### src/rtl/qed_dup_scheduler.sv
// Phase sequencer for the QED instruction cache: mirrors the cache fill level and
// drives exec_dup through original, duplicate and drain phases, pulsing qed_check per round.
module qed_dup_scheduler #(
    parameter int unsigned ICACHESIZE   = 16,
    parameter int unsigned ADDRESSSIZE  = $clog2(ICACHESIZE),
    parameter int unsigned ORIG_BUDGET  = 8,
    parameter int unsigned DRAIN_CYCLES = 5,
    parameter int unsigned TIMEOUT      = 64,
    parameter int unsigned ROUND_W      = 16
) (
    input  logic                   clk,
    input  logic                   rst,
    input  logic                   qed_enable,
    input  logic                   force_dup,
    input  logic                   IF_stall,
    input  logic [31:0]            ifu_qed_instruction,
    output logic                   exec_dup,
    output logic                   qed_check,
    output logic [ADDRESSSIZE-1:0] occupancy,
    output logic [ROUND_W-1:0]     round_cnt,
    output logic [1:0]             state
);

    localparam int unsigned TMO_W = (TIMEOUT > 1) ? $clog2(TIMEOUT) : 1;
    localparam int unsigned DRN_W = $clog2(DRAIN_CYCLES + 1);

    localparam logic [ADDRESSSIZE-1:0] OCC_FULL   = ADDRESSSIZE'(ICACHESIZE - 1);
    localparam logic [ADDRESSSIZE-1:0] OCC_BUDGET = ADDRESSSIZE'(ORIG_BUDGET);
    localparam logic [ADDRESSSIZE-1:0] OCC_ONE    = ADDRESSSIZE'(1);
    localparam logic [TMO_W-1:0]       TMO_LAST   = TMO_W'(TIMEOUT - 1);
    localparam logic [DRN_W-1:0]       DRN_LAST   = DRN_W'(DRAIN_CYCLES - 1);

    typedef enum logic [1:0] {
        S_IDLE  = 2'd0,
        S_ORIG  = 2'd1,
        S_DUP   = 2'd2,
        S_DRAIN = 2'd3
    } state_e;

    state_e                 state_q, state_d;
    logic                   exec_dup_q, exec_dup_d;
    logic                   qed_check_q, qed_check_d;
    logic [ADDRESSSIZE-1:0] occ_q, occ_d;
    logic [ROUND_W-1:0]     round_q, round_d;
    logic [TMO_W-1:0]       tmo_q, tmo_d;
    logic [DRN_W-1:0]       drn_q, drn_d;

    logic nop, ins, del, occ_nz, tmo_hit, to_dup;
    logic unused_instr_bits;

    // Same insert/delete qualification the cache itself uses
    assign nop    = (ifu_qed_instruction[6:0] == 7'b1111111);
    assign ins    = (state_q == S_ORIG) && !IF_stall && !nop && (occ_q != OCC_FULL);
    assign del    = (state_q == S_DUP) && !IF_stall && (occ_q != '0);
    assign occ_nz = (occ_q != '0);
    assign unused_instr_bits = ^ifu_qed_instruction[31:7];

    always_comb begin
        state_d     = state_q;
        occ_d       = occ_q;
        tmo_d       = tmo_q;
        drn_d       = drn_q;
        round_d     = round_q;
        qed_check_d = 1'b0;
        tmo_hit     = 1'b0;
        to_dup      = 1'b0;

        if (ins) begin
            occ_d = occ_q + OCC_ONE;
        end else if (del) begin
            occ_d = occ_q - OCC_ONE;
        end

        case (state_q)
            S_IDLE: begin
                tmo_d = '0;
                drn_d = '0;
                if (qed_enable) begin
                    state_d = S_ORIG;
                end
            end
            S_ORIG: begin
                // Timeout measures fetch starvation only while something is captured
                tmo_hit = !ins && occ_nz && (tmo_q == TMO_LAST);
                if (ins || !occ_nz) begin
                    tmo_d = '0;
                end else begin
                    tmo_d = tmo_q + TMO_W'(1);
                end
                to_dup = (occ_d != '0) &&
                         ((occ_d == OCC_BUDGET) || (occ_d == OCC_FULL) ||
                          force_dup || tmo_hit || !qed_enable);
                if (to_dup) begin
                    state_d = S_DUP;
                    tmo_d   = '0;
                end else if (!qed_enable && (occ_d == '0)) begin
                    state_d = S_IDLE;
                end
            end
            S_DUP: begin
                if (del && (occ_q == OCC_ONE)) begin
                    state_d = S_DRAIN;
                    drn_d   = '0;
                end
            end
            S_DRAIN: begin
                if (drn_q == DRN_LAST) begin
                    qed_check_d = 1'b1;
                    round_d     = round_q + ROUND_W'(1);
                    drn_d       = '0;
                    state_d     = qed_enable ? S_ORIG : S_IDLE;
                end else begin
                    drn_d = drn_q + DRN_W'(1);
                end
            end
            default: state_d = S_IDLE;
        endcase

        exec_dup_d = (state_d == S_DUP) || (state_d == S_DRAIN);
    end

    always_ff @(posedge clk or negedge rst) begin
        if (!rst) begin
            state_q     <= S_IDLE;
            exec_dup_q  <= 1'b0;
            qed_check_q <= 1'b0;
            occ_q       <= '0;
            round_q     <= '0;
            tmo_q       <= '0;
            drn_q       <= '0;
        end else begin
            state_q     <= state_d;
            exec_dup_q  <= exec_dup_d;
            qed_check_q <= qed_check_d;
            occ_q       <= occ_d;
            round_q     <= round_d;
            tmo_q       <= tmo_d;
            drn_q       <= drn_d;
        end
    end

    assign exec_dup  = exec_dup_q;
    assign qed_check = qed_check_q;
    assign occupancy = occ_q;
    assign round_cnt = round_q;
    assign state     = state_q;

endmodule

### config.mk
export PLATFORM = sky130hd
export DESIGN_NAME = qed_dup_scheduler
export DESIGN_NICKNAME = d
export VERILOG_FILES = /design/src/rtl/qed_dup_scheduler.sv
export SDC_FILE = /design/constraint.sdc
export NUM_CORES = 1
export LEC_CHECK = 0
export BUFFER_PORTS_ARGS = -buffer_cell sky130_fd_sc_hd__buf_2
export CORE_ASPECT_RATIO = 1.25
export CORE_MARGIN = 2
export CORE_UTILIZATION = 45
export DETAILED_ROUTE_END_ITERATION = 16
export GPL_TIMING_DRIVEN = 0
export PLACE_DENSITY = 0.84
export SLEW_MARGIN = 20
export SYNTH_ARGS = -nofsm -noshare
export SYNTH_HDL_FRONTEND = slang
export SYNTH_SLANG_ARGS = --single-unit
export TNS_END_PERCENT = 100
### constraint.sdc
create_clock -name clk -period 2.3 [get_ports clk]
set_input_delay 0.23 -clock clk [delete_from_list [all_inputs] [get_ports clk]]
set_output_delay 0.23 -clock clk [all_outputs]
set_load 0.05 [all_outputs]
==> summary.txt <==
Power and ir drop
  – Power Total: 2.951 mW
  – P_leak: 1.135 nW
  – Maximum vdd drop: 599.7 uV
  – Power Density: 1237 nW/um^2

Detailed routing
  – Drt pass-1 iters: 4
  – Vias per cell: 5.415
  – Routed wire length: 3969 um
  – Antenna viol nets, final: 0
  – Initial drt markers: 70
  – Wire length per cell: 13.27 um
  – DRC Markers: 0
  – Vias: 1,619

Place
  – IO Port Bufs: 35
  – Post-Place Worst Slack: -0.3290 ns
  – HPWL Detailed: 2859 um
  – Placer Congestion: 0.8041

STA
  – Final hold viol count: 32
  – Slew at the pin with the worst max-slew slack: 0.6805 ns
  – Period utilisation layout: 110.1%
  – Setup ws final: -0.2326 ns
  – Final min period: 2.533 ns
  – Final Max Slew Viols: 0
  – Fmax achieved: 394.9 MHz
  – Post-Route Skew: 0.004351 ns
  – Number of setup violations in the final report: 8
  – RSZ-0062 raised after global routing: true
  – Hold slack: -0.01447 ns
  – Rel. slew slack: 54.63%
  – TNS Setup: -1.158 ns

Synth
  – Syn Nets: 236
  – Mux contribution to synthesized area: 0%
  – Yosys reg bits: 32
  – Synth Area per Inst: 9.710 sq um
  – Post-synth ARST share: 100.0%
  – Cell Area, Synth: 1864 sq um
  – Ys flop type: dfrtp_1
  – Post-synth EDFFs: 0
  – Post-Synth XOR/XNOR Area: 8.456%
  – Post-synthesis sequential area ratio: 42.95%
  – Synth Warn #: 0
  – Area fraction in compound gates after synthesis: 16.04%
  – Largest family of logic cells by synthesized area: simple AND/OR/NAND/NOR gates
  – Post-Synth Simple-Gate Area: 23.83%
  – Cell variety after synth: 49
  – Mapped Cells: 192
  – Post-synthesis adder-cell area fraction: 4.698%

Clocking
  – Num CTS Buffers: 5
  – Max clock buf depth: 2
  – Clock Sinks: 32
  – Clock Latency Late Sink: 0.28 ns
  – Hold buffer count at cts: 0
  – CTS clock-pin slew for the worst setup and hold paths: 0.07 ns
  – CTS H-tree lvls: 2
  – TritonCTS clock tree: done
  – Clock root cell: clkbuf_8

Critical path
  – Crit. End Element: flip-flop
  – Reg2Reg Launch Point: occupancy[0]$_DFF_PN0_
  – Worst-path cell chain: buf_8, inv_6, ha_4, or3b_4, and2_4, and3_4, o31a_1, o22ai_4, nor2_4, a221o_1
  – Worst Path Arrival: 2.70 ns
  – Max FO, Critical Path: 6
  – Top delay family on crit path: compound AO/OA/AOI/OAI gates
  – Critical path class: reg -> reg
  – Source of the critical timing path: occupancy[0]$_DFF_PN0_
  – Largest stage delay on the critical path: 0.43 ns
  – Worst EP required: 2.47 ns
  – Startpoint Class: flip-flop
  – CP max stage cell: dfrtp_2
  – CP bufs+invs: 2

Cells and area
  – Commonest non-fill, non-tap cell in the layout: buf_2
  – Inserted Diodes: 0
  – # fillers: 340
  – Final nets: 286
  – Commonest cells after routing, fill and taps aside: buf_2, dfrtp_1, nand2_1
  – Share of post-route cells with drive strength above 1: 31.28%
  – Layout area overhead: 27.92%

Floorplanning
  – Die Area: 4677 sq um
  – Core Area: 4034 sq um
  – Die width: 61.57 um
  – Starting Density: 46.22%
  – Ports: 61
  – Die height: 75.96 um
  – Placement Rows: 26

Outcome
  – Failing checks: hold timing, setup timing
  – Status: finished with violations

Worst hold path
  – Worst Hold Class: in -> async

Global route
  – Vias in the first global route: 1,541
  – Tot GR Track Use: 17.76%
  – Global route total overflow: 0
  – Initial antenna violation count: 0
  – Largest net degree at the start of global routing: 33
  – First-pass GRT wire length: 6548 um

Flow run
  – Max-cap check violation count: 0
sequential cells by signal (all words and copies together) (netlist names):
register and flops:
drn_q 3, occupancy 4, tmo_q 6, exec_dup 1
round_cnt 16, qed_check 1, state 1
Yosys cell counts, drive strengths merged (2+ instances only):
| cell type | instances | area (sq um) |
|---|---|---|
| xnor2 | 14 | 122.6 |
| clkbuf | 3 | 11.26 |
| and3 | 7 | 48.80 |
| nor2b | 3 | 18.77 |
| o31ai | 3 | 22.52 |
| nand4 | 5 | 31.28 |
| and2 | 3 | 21.27 |
| nor2 | 10 | 40.04 |
| nand3 | 13 | 65.06 |
| buf | 2 | 18.77 |
| nor4 | 3 | 18.77 |
| inv | 12 | 45.04 |
| dfrtp | 32 | 800.8 |
| o22ai | 4 | 38.79 |
| a221o | 2 | 20.02 |
| nand2 | 28 | 105.1 |
| or3b | 2 | 20.02 |
| ha | 7 | 87.58 |
| a22o | 5 | 43.79 |
| a21oi | 2 | 10.01 |
| o211ai | 2 | 20.02 |
| nor3 | 2 | 10.01 |
| a211oi | 3 | 35.03 |
| o21ai | 6 | 30.02 |
| xor2 | 4 | 35.03 |
| nor3b | 2 | 26.28 |
layer usage:
layer,up-vias,track usage [%],wire [um]
met3,11,3.754,137
met5,-,0,0
met2,39,27.79,2053
met4,0,8.723,80
met1,781,22.43,1698
li1,788,-,-
final cells by class:
class                   count  area [sq um]  share of cell area (%)
plain buffers               5         41.29                   1.731
clock buffers               7         96.34                   4.040
clock inverters             1         30.03                   1.259
inverters                  12         50.05                   2.099
multi-input cells         143          1059                   44.39
flip-flops and latches     32         803.3                   33.68
well taps                  56         70.07                   2.938
repair buffers             43         235.2                   9.864
power breakdown:
part | total, mW | switching [mW] | internal [mW] | leakage, nW
combinational | 1.53 | 0.929 | 0.599 | 0.649
sequential | 0.834 | 0.154 | 0.680 | 0.422
clock | 0.588 | 0.206 | 0.382 | 0.0645
total | 2.95 | 1.29 | 1.66 | 1.14
metrics by stage:
step | instance area (sq um) | util (%) | std cells
after CTS | 2315 | 57.38 | 296
after detailed placement | 2142 | 53.10 | 283
final | 2385 | 59.12 | 299
after global placement | 2142 | 53.10 | 283
after global routing | 2385 | 59.12 | 299
after floorplan | 1897 | - | 192
logic make-up (layout without fill, tap and decap cells):
group | after synthesis | after routing
XOR/XNOR | 18 | 18
flip-flops | 32 | 32
buffers and inverters | 17 | 68
AND/OR/NAND/NOR | 82 | 82
AO/OA/AOI/OAI | 36 | 36
adder cells (fa/ha/maj) | 7 | 7
final timing paths:
| kind | depth (start not counted) | slack, ns | to |
|---|---|---|---|
| min reg2reg | 1 | 0.46 | round_cnt[15]$_DFFE_PN0P_ |
| min | 1 | -0.01 | occupancy[3]$_DFF_PN0_ |
| max | 10 | -0.23 | tmo_q[3]$_DFFE_PN0P_ |
| min in group clk | 3 | 0.26 | state[0]$_DFF_PN0_ |
| max reg2reg | 10 | -0.23 | tmo_q[3]$_DFFE_PN0P_ |
| max in group asynchronous | 1 | 1.84 | occupancy[1]$_DFF_PN0_ |
what timing repair did:
action,in CTS,in global routing
pin swaps,6,6
setup buffers,5,3
endpoints found under the setup margin,8,8
endpoints found under the hold margin,0,0
gates resized for setup,3,9
No activity file was read; power rests on OpenSTA's default activity.
